<file path="src/rtl/clk_phase_meter_50k.sv">
// Phase/period/high-time meter for the incoming 50 kHz divided clock, with lock detection.
// Optional macro GLITCH_FILTER_EN adds a 3-sample level filter after the synchronizer.
module clk_phase_meter_50k #(
    parameter int HALF_PERIOD = 500,
    parameter int CNT_W       = 30,
    parameter int TOL         = 2,
    parameter int LOCK_COUNT  = 4
) (
    input  logic             clk50m,
    input  logic             rst,
    input  logic             clk_in,
    output logic [CNT_W-1:0] phase,
    output logic [CNT_W-1:0] period,
    output logic [CNT_W-1:0] high_time,
    output logic             meas_valid,
    output logic             locked,
    output logic             period_err,
    output logic             timeout
);

`ifdef GLITCH_FILTER_EN
    localparam int SYNC_LAT = 5;
`else
    localparam int SYNC_LAT = 3;
`endif
    localparam int GOOD_W = $clog2(LOCK_COUNT + 1);
    localparam logic [CNT_W-1:0] FRAME       = CNT_W'(2 * HALF_PERIOD);
    localparam logic [CNT_W-1:0] FRAME_LAST  = CNT_W'(2 * HALF_PERIOD - 1);
    localparam logic [CNT_W-1:0] TIMEOUT_CNT = CNT_W'(4 * HALF_PERIOD);
    localparam logic [CNT_W-1:0] LAT         = CNT_W'(SYNC_LAT);
    localparam logic [CNT_W-1:0] PER_MIN     = CNT_W'(2 * HALF_PERIOD - TOL);
    localparam logic [CNT_W-1:0] PER_MAX     = CNT_W'(2 * HALF_PERIOD + TOL);
    localparam logic [GOOD_W-1:0] GOOD_LAST  = GOOD_W'(LOCK_COUNT - 1);

    typedef enum logic [1:0] {IDLE, MEASURE, TRACK} state_t;

    logic [1:0] sync_reg;
    logic       lvl_reg, lvl_next;
    logic       rise_ev_reg, fall_ev_reg;

    always_ff @(posedge clk50m) begin
        if (rst) begin
            sync_reg    <= '0;
            lvl_reg     <= 1'b0;
            rise_ev_reg <= 1'b0;
            fall_ev_reg <= 1'b0;
        end else begin
            sync_reg    <= {sync_reg[0], clk_in};
            lvl_reg     <= lvl_next;
            rise_ev_reg <= lvl_next & ~lvl_reg;
            fall_ev_reg <= ~lvl_next & lvl_reg;
        end
    end

`ifdef GLITCH_FILTER_EN
    // Level only moves after three consecutive equal synchronized samples.
    logic [1:0] hist_reg;

    always_ff @(posedge clk50m) begin
        if (rst) hist_reg <= '0;
        else     hist_reg <= {hist_reg[0], sync_reg[1]};
    end

    always_comb begin
        lvl_next = lvl_reg;
        if ({hist_reg, sync_reg[1]} == 3'b111)
            lvl_next = 1'b1;
        else if ({hist_reg, sync_reg[1]} == 3'b000)
            lvl_next = 1'b0;
    end
`else
    always_comb lvl_next = sync_reg[1];
`endif

    state_t             state_reg, state_next;
    logic [CNT_W-1:0]   ref_cnt_reg, per_cnt_reg, per_cnt_next;
    logic [GOOD_W-1:0]  good_reg, good_next;
    logic               rise_seen_reg, rise_seen_next;
    logic [CNT_W-1:0]   phase_next, period_next, high_time_next;
    logic               meas_valid_next, locked_next, period_err_next, timeout_next;
    logic               in_tol;
    logic [CNT_W-1:0]   phase_calc;

    always_ff @(posedge clk50m) begin
        if (rst) begin
            state_reg     <= IDLE;
            ref_cnt_reg   <= '0;
            per_cnt_reg   <= '0;
            good_reg      <= '0;
            rise_seen_reg <= 1'b0;
            phase         <= '0;
            period        <= '0;
            high_time     <= '0;
            meas_valid    <= 1'b0;
            locked        <= 1'b0;
            period_err    <= 1'b0;
            timeout       <= 1'b0;
        end else begin
            state_reg     <= state_next;
            ref_cnt_reg   <= (ref_cnt_reg == FRAME_LAST) ? '0 : ref_cnt_reg + 1'b1;
            per_cnt_reg   <= per_cnt_next;
            good_reg      <= good_next;
            rise_seen_reg <= rise_seen_next;
            phase         <= phase_next;
            period        <= period_next;
            high_time     <= high_time_next;
            meas_valid    <= meas_valid_next;
            locked        <= locked_next;
            period_err    <= period_err_next;
            timeout       <= timeout_next;
        end
    end

    assign in_tol     = (per_cnt_reg >= PER_MIN) && (per_cnt_reg <= PER_MAX);
    // Undo the synchronizer latency so phase names the first-sampled-high cycle.
    assign phase_calc = (ref_cnt_reg >= LAT) ? ref_cnt_reg - LAT : ref_cnt_reg + FRAME - LAT;

    always_comb begin
        state_next      = state_reg;
        good_next       = good_reg;
        rise_seen_next  = rise_seen_reg;
        phase_next      = phase;
        period_next     = period;
        high_time_next  = high_time;
        meas_valid_next = 1'b0;
        locked_next     = locked;
        period_err_next = 1'b0;
        timeout_next    = 1'b0;
        // The event cycle itself counts, so a clear loads 1.
        per_cnt_next    = (per_cnt_reg == '1) ? per_cnt_reg : per_cnt_reg + 1'b1;

        if (rise_ev_reg) begin
            per_cnt_next   = CNT_W'(1);
            phase_next     = phase_calc;
            rise_seen_next = 1'b1;
            case (state_reg)
                IDLE: state_next = MEASURE;
                MEASURE: begin
                    period_next     = per_cnt_reg;
                    meas_valid_next = 1'b1;
                    if (in_tol) begin
                        if (good_reg == GOOD_LAST) begin
                            locked_next = 1'b1;
                            state_next  = TRACK;
                        end
                        good_next = good_reg + GOOD_W'(1);
                    end else begin
                        good_next       = '0;
                        period_err_next = 1'b1;
                    end
                end
                TRACK: begin
                    period_next     = per_cnt_reg;
                    meas_valid_next = 1'b1;
                    if (!in_tol) begin
                        locked_next     = 1'b0;
                        good_next       = '0;
                        period_err_next = 1'b1;
                        state_next      = MEASURE;
                    end
                end
                default: state_next = IDLE;
            endcase
        end else if (state_reg != IDLE && per_cnt_reg >= TIMEOUT_CNT) begin
            timeout_next = 1'b1;
            locked_next  = 1'b0;
            good_next    = '0;
            state_next   = IDLE;
        end

        if (fall_ev_reg && rise_seen_reg) begin
            high_time_next = per_cnt_reg;
            rise_seen_next = 1'b0;
        end
    end

endmodule

</file>
<file path="config.mk">
export PLATFORM = sky130hd
export DESIGN_NAME = clk_phase_meter_50k
export DESIGN_NICKNAME = d
export VERILOG_FILES = /design/src/rtl/clk_phase_meter_50k.sv
export SDC_FILE = /design/constraint.sdc
export NUM_CORES = 1
export LEC_CHECK = 0
export CELL_PAD_IN_SITES_DETAIL_PLACEMENT = 1
export CELL_PAD_IN_SITES_GLOBAL_PLACEMENT = 1
export CORE_AREA = 2 2 177 179
export DETAILED_ROUTE_END_ITERATION = 7
export DIE_AREA = 0 0 179 181
export PLACE_DENSITY_LB_ADDON = 0.1
export SYNTH_ARGS = -nofsm -noshare
export SYNTH_HDL_FRONTEND = slang
export SYNTH_SLANG_ARGS = --single-unit
</file>
<file path="constraint.sdc">
create_clock -name clk50m -period 2.99 [get_ports clk50m]
set_clock_uncertainty 0.2 [all_clocks]
set_input_delay 0.598 -clock clk50m [delete_from_list [all_inputs] [get_ports clk50m]]
set_output_delay 0.598 -clock clk50m [all_outputs]
set_load 0.05 [all_outputs]
</file>
==> flow_summary_export.csv, run 1 <==
group,metric,value,unit
status,status,"finished, final reports clean",
global_routing,busiest_layer,"met2",
worst_setup_path,critPathKind,"reg2reg",
flow_run,drv_cap,0,
pwr,p_leak,0.00310,uW
die,die_h,181,um
cts,cts_max_level,4,
hold_path,min-delay-start,"lvl_reg$_SDFF_PP0_",
global_routing,antenna_found_initial,0,
timing,tightestPinTransition,0.760,ns
cts,cts.sinks,165,
pwr,p_clk_frac,0.479,
synth,synthesis.area,7560,sq um
synth,ys_ff_latch,165,
cts,clk_pin_slew,0.07,ns
final_layout,layout_commonest_cell,"dfxtp_1",
pwr,vdd_drop_max,0.000355,V
final_layout,antennaDiodeCount,0,
pwr,switching_share,0.247,
synth,synthArstFlopShare,0,
global_routing,grt_max_degree,51,
drt,drc,0,
cts,ctsResizeCount,0,
worst_setup_path,end_kind,"register",
cts,clk_path_buf_depth,2,
worst_setup_path,path_cells,"ha_1 > nand3_1 > or2_2 > or4_1 > a31o_1 > a21oi_2",
final_layout,layout.nets,993,
drt,wl,23.5,mm
hold_path,hp-class,"reg2reg",
global_routing,grt_pass1_wl,38.5,mm
pwr,p_switching,1190,uW
synth,syn_avg_cell_area,8.22,sq um
synth,yosysUniqueCellTypes,67,
timing,drv_slew,0,
drt,via_count,6658,
pwr,pwr-share-comb,0.053,
drt,wl_per_cell,16.9,um
die,start_util,0.249,
die,fp.dieW,179,um
global_routing,grtUsageMet2,0.259,
cts,cts_setup_buffers,0,
drt,drtIter0Drc,256,
timing,tns,0,ns
timing,fin_crit,2.56,ns
placed_design,dp_hpwl,16.7,mm
global_routing,first_global_vias,6718,
synth,synth_fp_nets,931,
final_layout,syn_to_final_growth,25.8,%
die,rows,64,
worst_setup_path,r2r_start,"per_cnt_reg[0]$_SDFFE_PP0P_",
timing,finalCritPeriodShare,0.855,
die,core_area,30300,sq um
cts,cts_buffers,17,
final_layout,stdcell_count,1390,
worst_setup_path,crit_start,"per_cnt_reg[0]$_SDFFE_PP0P_",
synth,synth_warnings,0,
drt,ant_nets,0,
cts,ctsHoldBuffers,0,
die,dieArea,32400,sq um
pwr,internal-power,3610,uW
timing,hold_viol,0,
timing,rsz0062_at_grt,"false",
final_layout,drive_above_1_share,0.0895,
worst_setup_path,critPathSlowestCell,"or4_1",
placed_design,dp.cells,1358,
timing,clock.fmax,0.391,GHz
global_routing,grt_use_met3,0.0274,
synth,synth-edff-count,0,
final_layout,layout_common_cells,"dfxtp_1, nand2_1, clkdlybuf4s50_1, nor2_1, a21oi_1",
placed_design,gp_congestion,0.732,
timing,holdWs,0.204,ns
drt,dr.pass1.iters,4,
cts,cts_tree,"built",
drt,via_per_inst,4.79,
global_routing,overflow,0,
synth,yosysSeqAreaShare,0.437,
worst_setup_path,start_kind,"register",
die,num_io_pins,97,
global_routing,grt_use_met1,0.196,
synth,synth-main-ff-cell,"dfxtp_1",
pwr,p_per_area,505,nW/um^2
worst_setup_path,crit_path_max_incr_delay,0.65,ns
cts,clock-root-buffer,"clkbuf_16",
placed_design,io_buffers,96,
worst_setup_path,critPathRequiredTime,3.16,ns
global_routing,track_usage,0.152,
final_layout,final_util,0.313,
worst_setup_path,worstPathMaxFanout,10,
worst_setup_path,arrival,2.72,ns
timing,setup_viol_count_final,0,
pwr,seq_power_share,0.468,
cts,clock_latency,0.43,ns
timing,slew_headroom,0.489,
synth,netlist_instances,919,
## power groups by stage
| stage | Sequential, uW | Clock, uW | Combinational (uW) |
|---|---|---|---|
| floorplan | 2330 | 0 | 134 |
| global placement | 2290 | 0 | 263 |
| detailed placement | 2300 | 0 | 263 |
| CTS | 2240 | 2390 | 264 |
| global route | 2250 | 2490 | 282 |
| finish | 2240 | 2300 | 257 |
## metal layers
| metal | routed length (um) | share of wire |
|---|---|---|
| met5 | 0 | 0 |
| met4 | 209 | 0.0089 |
| met3 | 666 | 0.028 |
| met2 | 11600 | 0.49 |
| met1 | 11000 | 0.47 |
## Yosys cell counts (all sizes together) (3+ instances only)
library cell / count / area, sq um
a211oi: 17 / 128
a21oi: 80 / 404
a311oi: 15 / 138
a31o: 3 / 26.3
a31oi: 3 / 18.8
and2: 3 / 18.8
and3: 6 / 37.5
and4: 8 / 70.1
buf: 26 / 143
clkbuf: 55 / 208
dfxtp: 165 / 3300
ha: 9 / 113
inv: 14 / 52.6
mux2i: 6 / 60.1
nand2: 154 / 578
nand3: 32 / 165
nand4: 14 / 106
nor2: 84 / 315
nor2b: 6 / 37.5
nor3: 31 / 160
nor3b: 3 / 22.5
nor4: 15 / 106
nor4b: 3 / 41.3
o211ai: 3 / 27.5
o21ai: 18 / 90.1
o311ai: 6 / 67.6
o31ai: 12 / 90.1
o41ai: 4 / 42.6
or2: 6 / 37.5
or3: 31 / 199
or4: 18 / 143
or4b: 3 / 30.0
xnor2: 29 / 254
xor2: 19 / 166
## area by class of cell
type / count / area (sq um)
fillers: 3541 / 20800
multi-input cells: 658 / 3860
flip-flops and latches: 165 / 3300
repair buffers: 124 / 1180
well taps: 396 / 495
clock buffers: 20 / 467
clock inverters: 12 / 143
inverters: 15 / 56.3
## critical path, delay by kind of cell, from the launching register on
kind,cells,cell delay [ns]
flip-flops,1,0.49
AND/OR/NAND/NOR,3,1.17
AO/OA/AOI/OAI,2,0.38
adder cells (fa/ha/maj),1,0.25
## through the flow
step           setup slack, ns  power (uW)  area [sq um]
2_1_floorplan            0.585        2470          7560
3_3_place_gp             0.464        2560          8900
3_5_place_dp             0.374        2560          8900
5_1_grt                  0.248        5020          9510
6_report                 0.434        4800          9510
4_1_cts                  0.358        4900          9510
## kinds of logic after synthesis
| logic type | count (synthesis) | synth area share |
|---|---|---|
| mux | 6 | 0.00795 |
| flops | 165 | 0.437 |
| simple gates | 421 | 0.278 |
| fa+ha+maj | 9 | 0.0149 |
| compound gates | 174 | 0.152 |
| buf+inv | 96 | 0.0538 |
| xor+xnor | 48 | 0.0556 |
## path summary, 6_finish.rpt
path	cells past startpoint	endpoint	slack, ns
worst min-delay path	1	rise_ev_reg$_SDFF_PP0_	0.20
worst max register to register	6	per_cnt_reg[23]$_SDFFE_PP0P_	0.43
worst min register to register	1	rise_ev_reg$_SDFF_PP0_	0.20
worst max-delay path	6	per_cnt_reg[23]$_SDFFE_PP0P_	0.43
No activity file was read; power rests on OpenSTA's default activity.
==> inputs of run 2 (changes only) <==
--- a/config.mk
+++ b/config.mk
@@ -7,9 +7,9 @@
 export LEC_CHECK = 0
 export CELL_PAD_IN_SITES_DETAIL_PLACEMENT = 1
 export CELL_PAD_IN_SITES_GLOBAL_PLACEMENT = 1
-export CORE_AREA = 2 2 177 179
+export CORE_AREA = 10 10 185 187
 export DETAILED_ROUTE_END_ITERATION = 7
-export DIE_AREA = 0 0 179 181
+export DIE_AREA = 0 0 195 197
 export PLACE_DENSITY_LB_ADDON = 0.1
 export SYNTH_ARGS = -nofsm -noshare
 export SYNTH_HDL_FRONTEND = slang
==> run 2 against run 1 <==
  * Register-to-register slack worse by 0.07 ns
  * Core utilization down 0.15 points
  * Sequential share of layout area up 0.073 points
  * Via count up 1.1%
  * Setup slack worse by 0.066 ns
  * Worst hold slack worse by 0.0040 ns
  * Critical path depth unchanged
  * Global-route usage is 2.3 points lower
  * Final cell count is 0.29% higher
  * Critical path type unchanged
  * Largest cell class unchanged
==> flow_summary_export.csv, run 2 (synthesis gave the netlist of run 1 again) <==
group,metric,value,unit
die,num_io_pins,97,
global_routing,first_global_vias,6930,
cts,clock_latency,0.44,ns
cts,cts_tree,"built",
worst_setup_path,arrival,2.78,ns
worst_setup_path,critPathRequiredTime,3.15,ns
die,start_util,0.248,
worst_setup_path,crit_start,"ref_cnt_reg[0]$_SDFF_PP0_",
timing,setup_viol_count_final,0,
placed_design,gp_congestion,0.770,
flow_run,drv_cap,0,
pwr,p_leak,0.00310,uW
final_layout,layout_common_cells,"dfxtp_1, nand2_1, clkdlybuf4s50_1, nor2_1, a21oi_1",
drt,wl_per_cell,17.7,um
drt,drc,0,
global_routing,track_usage,0.128,
global_routing,grt_pass1_wl,40.0,mm
final_layout,layout_commonest_cell,"dfxtp_1",
worst_setup_path,critPathSlowestCell,"a2111oi_0",
worst_setup_path,path_cells,"ha_1 > nor2_1 > nand4_2 > a2111oi_0 > xnor2_1 > a211oi_1",
cts,cts_buffers,17,
global_routing,overflow,0,
cts,cts_setup_buffers,0,
worst_setup_path,rrSetupSlack,0.37,ns
timing,finalCritPeriodShare,0.877,
cts,ctsHoldBuffers,0,
hold_path,min-delay-start,"lvl_reg$_SDFF_PP0_",
placed_design,io_buffers,96,
placed_design,dp_hpwl,17.9,mm
drt,via_count,6733,
final_layout,antennaDiodeCount,0,
placed_design,place_area,8910,sq um
timing,tightestPinTransition,0.760,ns
cts,ctsResizeCount,0,
timing,holdWs,0.200,ns
timing,rsz0062_at_grt,"false",
hold_path,min_delay_path_depth,1,
die,core_area,30400,sq um
final_layout,syn_to_final_growth,25.5,%
hold_path,holdPathEnd,"rise_ev_reg$_SDFF_PP0_",
drt,via_per_inst,4.83,
drt,drtIter0Drc,291,
global_routing,antenna_found_initial,0,
final_layout,fillers,3617,
worst_setup_path,end_kind,"register",
worst_setup_path,critPathKind,"reg2reg",
cts,cts.sinks,165,
die,fp.dieW,195,um
worst_setup_path,r2r_start,"ref_cnt_reg[0]$_SDFF_PP0_",
pwr,vdd_drop_max,0.000339,V
timing,fin_crit,2.62,ns
hold_path,hp-class,"reg2reg",
worst_setup_path,start_kind,"register",
die,rows,64,
die,dieArea,38400,sq um
worst_setup_path,cp_top_family,"compound AO/OA/AOI/OAI gates",
timing,tns,0,ns
cts,clk_pin_slew,0.08,ns
final_layout,layout.nets,997,
timing,slew_headroom,0.480,
worst_setup_path,crit_path_max_incr_delay,0.77,ns
final_layout,final_util,0.312,
worst_setup_path,worstReg2RegEnd,"phase[14]$_SDFFE_PP0P_",
cts,clk_path_buf_depth,2,
status,status,"finished, final reports clean",
placed_design,dp.cells,1362,
worst_setup_path,cp_num_buf_inv,0,
worst_setup_path,worstPathMaxFanout,9,
pwr,p_per_area,494,nW/um^2
final_layout,drive_above_1_share,0.0932,
final_layout,post-route-cell-area,9490,sq um
drt,ant_nets,0,
worst_setup_path,r2r_cells,6,
timing,hold_viol,0,
drt,wl,24.6,mm
drt,dr.pass1.iters,5,
cts,cts_max_level,4,
timing,clock.fmax,0.381,GHz
die,die_h,197,um
timing,drv_slew,0,
final_layout,stdcell_count,1394,
cts,clock-root-buffer,"clkbuf_16",
global_routing,grt_max_degree,46,
## run 2: changes by cell type in the layout (fill, tap and decap cells not counted), moves of 2 or more
cell,delta
clkbuf_8,-2
bufinv_16,-2
inv_6,+4
buf_4,+5
## run 2: cell type report
class                   count  area, sq um  share of cell area
clock buffers              18          439              0.0463
clock inverters            14          133              0.0140
inverters                  15         56.3             0.00594
multi-input cells         658         3860               0.407
flip-flops and latches    165         3300               0.348
well taps                 396          495              0.0522
repair buffers            128         1200               0.126
## run 2: per-layer routing
layer,GRT usage,up-vias,wire (um)
li1,-,3363,-
met1,0.157,3274,11300
met2,0.221,80,12100
met3,0.0283,16,879
met4,0.0365,0,265
met5,0,-,0
## run 2: worst max-delay path by stage
stage,to,slack [ns],cells after the start
after floorplan,per_cnt_reg[23]$_SDFFE_PP0P_,0.58,8
after global placement,good_reg[2]$_SDFFE_PP0P_,0.45,5
after detailed placement,good_reg[2]$_SDFFE_PP0P_,0.40,5
after CTS,phase[14]$_SDFFE_PP0P_,0.31,6
after global routing,phase[14]$_SDFFE_PP0P_,0.06,6
final,phase[14]$_SDFFE_PP0P_,0.37,6
## run 2: where the power goes
part / leakage (uW) / total [uW] / internal, uW / switching [uW]
sequential: 0.00133 / 2240 / 2220 / 23.5
combinational: 0.00149 / 260 / 81.7 / 179
clock: 0.000276 / 2180 / 1130 / 1060
## run 2: through the flow
step	total power [uW]	setup WS (ns)
6_report	4690	0.368
5_1_grt	4900	0.0558
4_1_cts	4780	0.306
3_5_place_dp	2560	0.397
3_3_place_gp	2560	0.452
2_1_floorplan	2470	0.585
## run 2: worst reg2reg max path, stage by stage, from the launching register on
cell	delay (ns)
dfxtp_1	0.36
ha_1	0.28
nor2_1	0.24
nand4_2	0.30
a2111oi_0	0.78
xnor2_1	0.14
a211oi_1	0.24
==> inputs of run 3 (changes only) <==
--- a/config.mk
+++ b/config.mk
@@ -7,9 +7,9 @@
 export LEC_CHECK = 0
 export CELL_PAD_IN_SITES_DETAIL_PLACEMENT = 1
 export CELL_PAD_IN_SITES_GLOBAL_PLACEMENT = 1
-export CORE_AREA = 10 10 185 187
+export CORE_AREA = 10 10 158 160
 export DETAILED_ROUTE_END_ITERATION = 7
-export DIE_AREA = 0 0 195 197
+export DIE_AREA = 0 0 168 170
 export PLACE_DENSITY_LB_ADDON = 0.1
 export SYNTH_ARGS = -nofsm -noshare
 export SYNTH_HDL_FRONTEND = slang
==> run 3 against run 2 <==
  * Clock-buffer cell count did not move
  * Sequential cell count unchanged
  * Worst hold slack worse by 0.00091 ns
  * Non-clock buffer count is 12 lower
  * Largest power group unchanged
  * Sequential power hardly changed
  * Power is 0.81% lower
  * Routed wire length fell by 10%
==> flow_summary_export.csv, run 3 (synthesis gave the netlist of run 1 again) <==
group,metric,value,unit
final_layout,syn_to_final_growth,22.5,%
drt,wl_per_cell,17.5,um
drt,drtIter0Drc,284,
cts,ctsResizeCount,0,
cts,clk_pin_slew,0.07,ns
cts,cts_buffers,17,
final_layout,antennaDiodeCount,0,
worst_setup_path,r2r_cells,6,
worst_setup_path,end_kind,"register",
pwr,p_per_area,502,nW/um^2
cts,cts.sinks,165,
final_layout,fillers,2581,
global_routing,grt_max_degree,81,
placed_design,dp_hpwl,15.5,mm
final_layout,multi_input_area,3860,sq um
worst_setup_path,start_kind,"register",
final_layout,final_util,0.427,
final_layout,layout_common_cells,"dfxtp_1, nand2_1, clkdlybuf4s50_1, nor2_1, a21oi_1",
final_layout,layout.nets,985,
cts,cts_max_level,4,
placed_design,io_buffers,96,
drt,via_per_inst,5.25,
die,fp.dieW,168,um
worst_setup_path,critPathSlowestCell,"a2111oi_0",
worst_setup_path,rrSetupSlack,0.41,ns
worst_setup_path,worstPathMaxFanout,9,
final_layout,layout_commonest_cell,"dfxtp_1",
global_routing,grt_pass1_wl,36.7,mm
drt,via_count,6642,
timing,fin_crit,2.58,ns
worst_setup_path,cp_num_buf_inv,0,
drt,ant_nets,0,
hold_path,holdPathEnd,"rise_ev_reg$_SDFF_PP0_",
cts,cts_tree,"built",
worst_setup_path,path_cells,"ha_1 > nor2_1 > nand4_2 > a2111oi_0 > xnor2_1 > a211oi_1",
drt,drc,0,
worst_setup_path,worstReg2RegEnd,"phase[14]$_SDFFE_PP0P_",
cts,clock-root-buffer,"clkbuf_16",
global_routing,track_usage,0.155,
timing,drv_slew,0,
worst_setup_path,r2r_start,"ref_cnt_reg[0]$_SDFF_PP0_",
die,die_h,170,um
global_routing,antenna_found_initial,0,
timing,finalCritPeriodShare,0.862,
global_routing,first_global_vias,6669,
worst_setup_path,critPathRequiredTime,3.14,ns
worst_setup_path,arrival,2.72,ns
hold_path,min-delay-start,"lvl_reg$_SDFF_PP0_",
placed_design,gp_congestion,0.827,
cts,ctsHoldBuffers,0,
hold_path,min_delay_path_depth,1,
placed_design,place_area,8690,sq um
flow_run,drv_cap,0,
worst_setup_path,critPathKind,"reg2reg",
timing,tightestPinTransition,0.681,ns
cts,clock_latency,0.44,ns
final_layout,post-route-cell-area,9260,sq um
status,status,"finished, final reports clean",
pwr,vdd_drop_max,0.000362,V
die,rows,54,
die,num_io_pins,97,
die,core_area,21700,sq um
timing,rsz0062_at_grt,"false",
pwr,p_leak,0.00304,uW
drt,wl,22.1,mm
cts,cts_setup_buffers,0,
final_layout,ff_latch_area,3300,sq um
global_routing,overflow,0,
timing,tns,0,ns
timing,clock.fmax,0.388,GHz
cts,clk_path_buf_depth,2,
worst_setup_path,cp_top_family,"compound AO/OA/AOI/OAI gates",
timing,setup_viol_count_final,0,
final_layout,drive_above_1_share,0.0822,
timing,slew_headroom,0.534,
hold_path,hp-class,"reg2reg",
worst_setup_path,crit_path_max_incr_delay,0.72,ns
timing,hold_viol,0,
drt,dr.pass1.iters,4,
die,dieArea,28600,sq um
die,start_util,0.349,
## run 3: cell types whose count changed in the layout (fill, tap and decap cells not counted), sizes merged
cell	change
buf	-12
clkinv	-2
clkinvlp	+1
inv	+1
## run 3: worst register-to-register path, cell delays in order (launching register included)
cell and delay (ns):
dfxtp_1 0.36, ha_1 0.28, nor2_1 0.23, nand4_2 0.31
a2111oi_0 0.72, xnor2_1 0.14, a211oi_1 0.24
## run 3: area by class of cell
class,count,area share
well taps,280,0.0378
clock buffers,18,0.0474
clock inverters,14,0.0142
multi-input cells,658,0.417
flip-flops and latches,165,0.357
repair buffers,116,0.121
inverters,15,0.00608
## run 3: layer usage
metal  global-route usage  vias up  wire [um]
li1                     -     3333          -
met1                0.181     3200       9800
met2                0.275       86      11300
met3               0.0387       23        784
met4               0.0439        0        257
met5                    0        -          0
## run 3: how the worst max path moves through the flow
stage                                            from                      endpoint  cells after the start
final                       ref_cnt_reg[0]$_SDFF_PP0_        phase[14]$_SDFFE_PP0P_                      6
after global placement      ref_cnt_reg[0]$_SDFF_PP0_        phase[14]$_SDFFE_PP0P_                      6
after global routing        ref_cnt_reg[0]$_SDFF_PP0_        phase[14]$_SDFFE_PP0P_                      6
after CTS                   ref_cnt_reg[0]$_SDFF_PP0_        phase[14]$_SDFFE_PP0P_                      6
after detailed placement    ref_cnt_reg[0]$_SDFF_PP0_        phase[14]$_SDFFE_PP0P_                      6
after floorplan           per_cnt_reg[1]$_SDFFE_PP0P_  per_cnt_reg[23]$_SDFFE_PP0P_                      8
## run 3: metrics by stage
stage | setup slack [ns] | power (uW) | instances | hold WS, ns
global placement | 0.453 | 2550 | 1234 | 0.185
detailed placement | 0.400 | 2550 | 1234 | 0.190
CTS | 0.366 | 4730 | 1266 | 0.200
floorplan | 0.585 | 2470 | 919 | 0.183
finish | 0.414 | 4650 | 1266 | 0.199
global route | 0.168 | 4850 | 1266 | 0.229
## run 3: power by group
group	internal [uW]	leakage, uW	switching [uW]
logic	80.7	0.00143	171
registers	2220	0.00133	23.7
clock network	1130	0.000274	1030
==> patch (settings of run 3) <==
Register the output `phase` once more, with the module's reset; this adds one clock of latency there. The other outputs are not delayed to match. Comments in the files are not updated.
--- a/src/rtl/clk_phase_meter_50k.sv
+++ b/src/rtl/clk_phase_meter_50k.sv
@@ -35,2 +35,4 @@
     typedef enum logic [1:0] {IDLE, MEASURE, TRACK} state_t;
+
+    logic [CNT_W-1:0] phase_s0;
 
@@ -90,3 +92,3 @@
             rise_seen_reg <= 1'b0;
-            phase         <= '0;
+            phase_s0      <= '0;
             period        <= '0;
@@ -103,3 +105,3 @@
             rise_seen_reg <= rise_seen_next;
-            phase         <= phase_next;
+            phase_s0      <= phase_next;
             period        <= period_next;
@@ -121,3 +123,3 @@
         rise_seen_next  = rise_seen_reg;
-        phase_next      = phase;
+        phase_next      = phase_s0;
         period_next     = period;
@@ -176,2 +178,10 @@
 
+    always_ff @(posedge clk50m) begin
+        if (rst) begin
+            phase <= '0;
+        end else begin
+            phase <= phase_s0;
+        end
+    end
+
 endmodule
Check against the original RTL: not equivalent (Yosys sat finds a counterexample within 10 cycles, from zero or initial values and one cycle with rst high).
==> patch against run 3 <==
  * Power is 12% higher
  * Combinational power is 7% lower
  * Sequential cell count is 30 higher
  * Wire length is 3.9% higher
  * Core utilization is 3.5 points higher
  * Worst setup slack worse by 250 ps
  * Synthesized area is 7.6% higher
  * Sequential power is 18% higher
  * Cell area is 8.3% higher
  * Critical path type unchanged
==> patch: results (changes against run 3) <==
synth cell count leaders 195 x dfxtp_1, 157 x nand2_1, 103 x nor2_1; non-clk buf share 13.1% (+0.99 points); wire per inst 17.3 um (-1.2%); share of layout cells above drive strength 1 9.04% (+0.82 points); HPWL after DPL 16.6 mm (+6.9%); clock tree sinks 195 (+18%); Synth Area in Compound Gates 11.1% (-4.2 points); Hold Slack 214 ps (+15.3 ps); sequential cell area share 38.9% (+3.3 points); slowest CP cell or4_1; post-synth cell types 62 (-7.5%); Max VDD drop 367 uV (+1.4%); largest net degree at the start of global routing 47 (-42%); Worst-Margin Slew 631 ps (-50.0 ps); critical path data arrival time 2980 ps (+260 ps); status complete, no violations; register area share after synthesis 48.0% (+4.3 points); Setup crit end good_reg[1]; critical path peak fanout 7 (-2); xor and xnor area share after synthesis 7.43% (+1.9 points); r2r startpoint per_cnt_reg[18]; 1st-iter DRT viols 326 (+15%); CP peak stage delay 670 ps (-50 ps); area taken by multi-input logic gates 3820 sq um (-1.0%); dpl cells 1,299 (+5.3%); Clock-cell share 5.87% (-0.29 points); Tcrit/Tclk final 94.6% (+8.4 points); vias in the first global route 6,975 (+4.6%); Syn Nets 964 (+3.5%); Via density 5.09 (-3.1%); mux cell area share after synthesis 0.815% (+0.021 points); filler instances 2,523 (-2.2%); clkbuf count 19 (+1); syn_area_per_cell 8.54 sq um (+3.9%); first-pass GRT wire length 38.1 mm (+4.0%); fin nets 1,050 (+6.6%); Total GRT Usage 16.2% (+0.73 points); net switching power 1.27 mW (+4.1%); synth top area cells dfxtp_1 48%, nand2_1 7.2%, nor2_1 4.8%; Synth Area in Adders 1.38% (-0.11 points); multi-input combinational area share 38.1% (-3.6 points)
-- patch: worst max-delay path: cells and delay by family (launching register included) --
family          cells  cell delay [ps]
mux                 2              540
simple gates        3             1360
flops               1              370
compound gates      1              270
-- patch: power by group through the flow --
stage               Clock, mW  Combinational (mW)  Sequential [mW]
floorplan                   0               0.157             2.72
global placement            0               0.236             2.71
detailed placement          0               0.238             2.71
CTS                      2.38               0.239             2.65
global route             2.50               0.260             2.66
finish                   2.32               0.234             2.65
-- patch: routing by layer --
metal | global-route usage, % | vias up | part of all wire (%)
met5 | 0 | - | 0
met4 | 3.90 | 0 | 1.2
met3 | 3.34 | 19 | 2.9
met2 | 29.0 | 70 | 52
met1 | 19.4 | 3289 | 44
li1 | - | 3391 | -
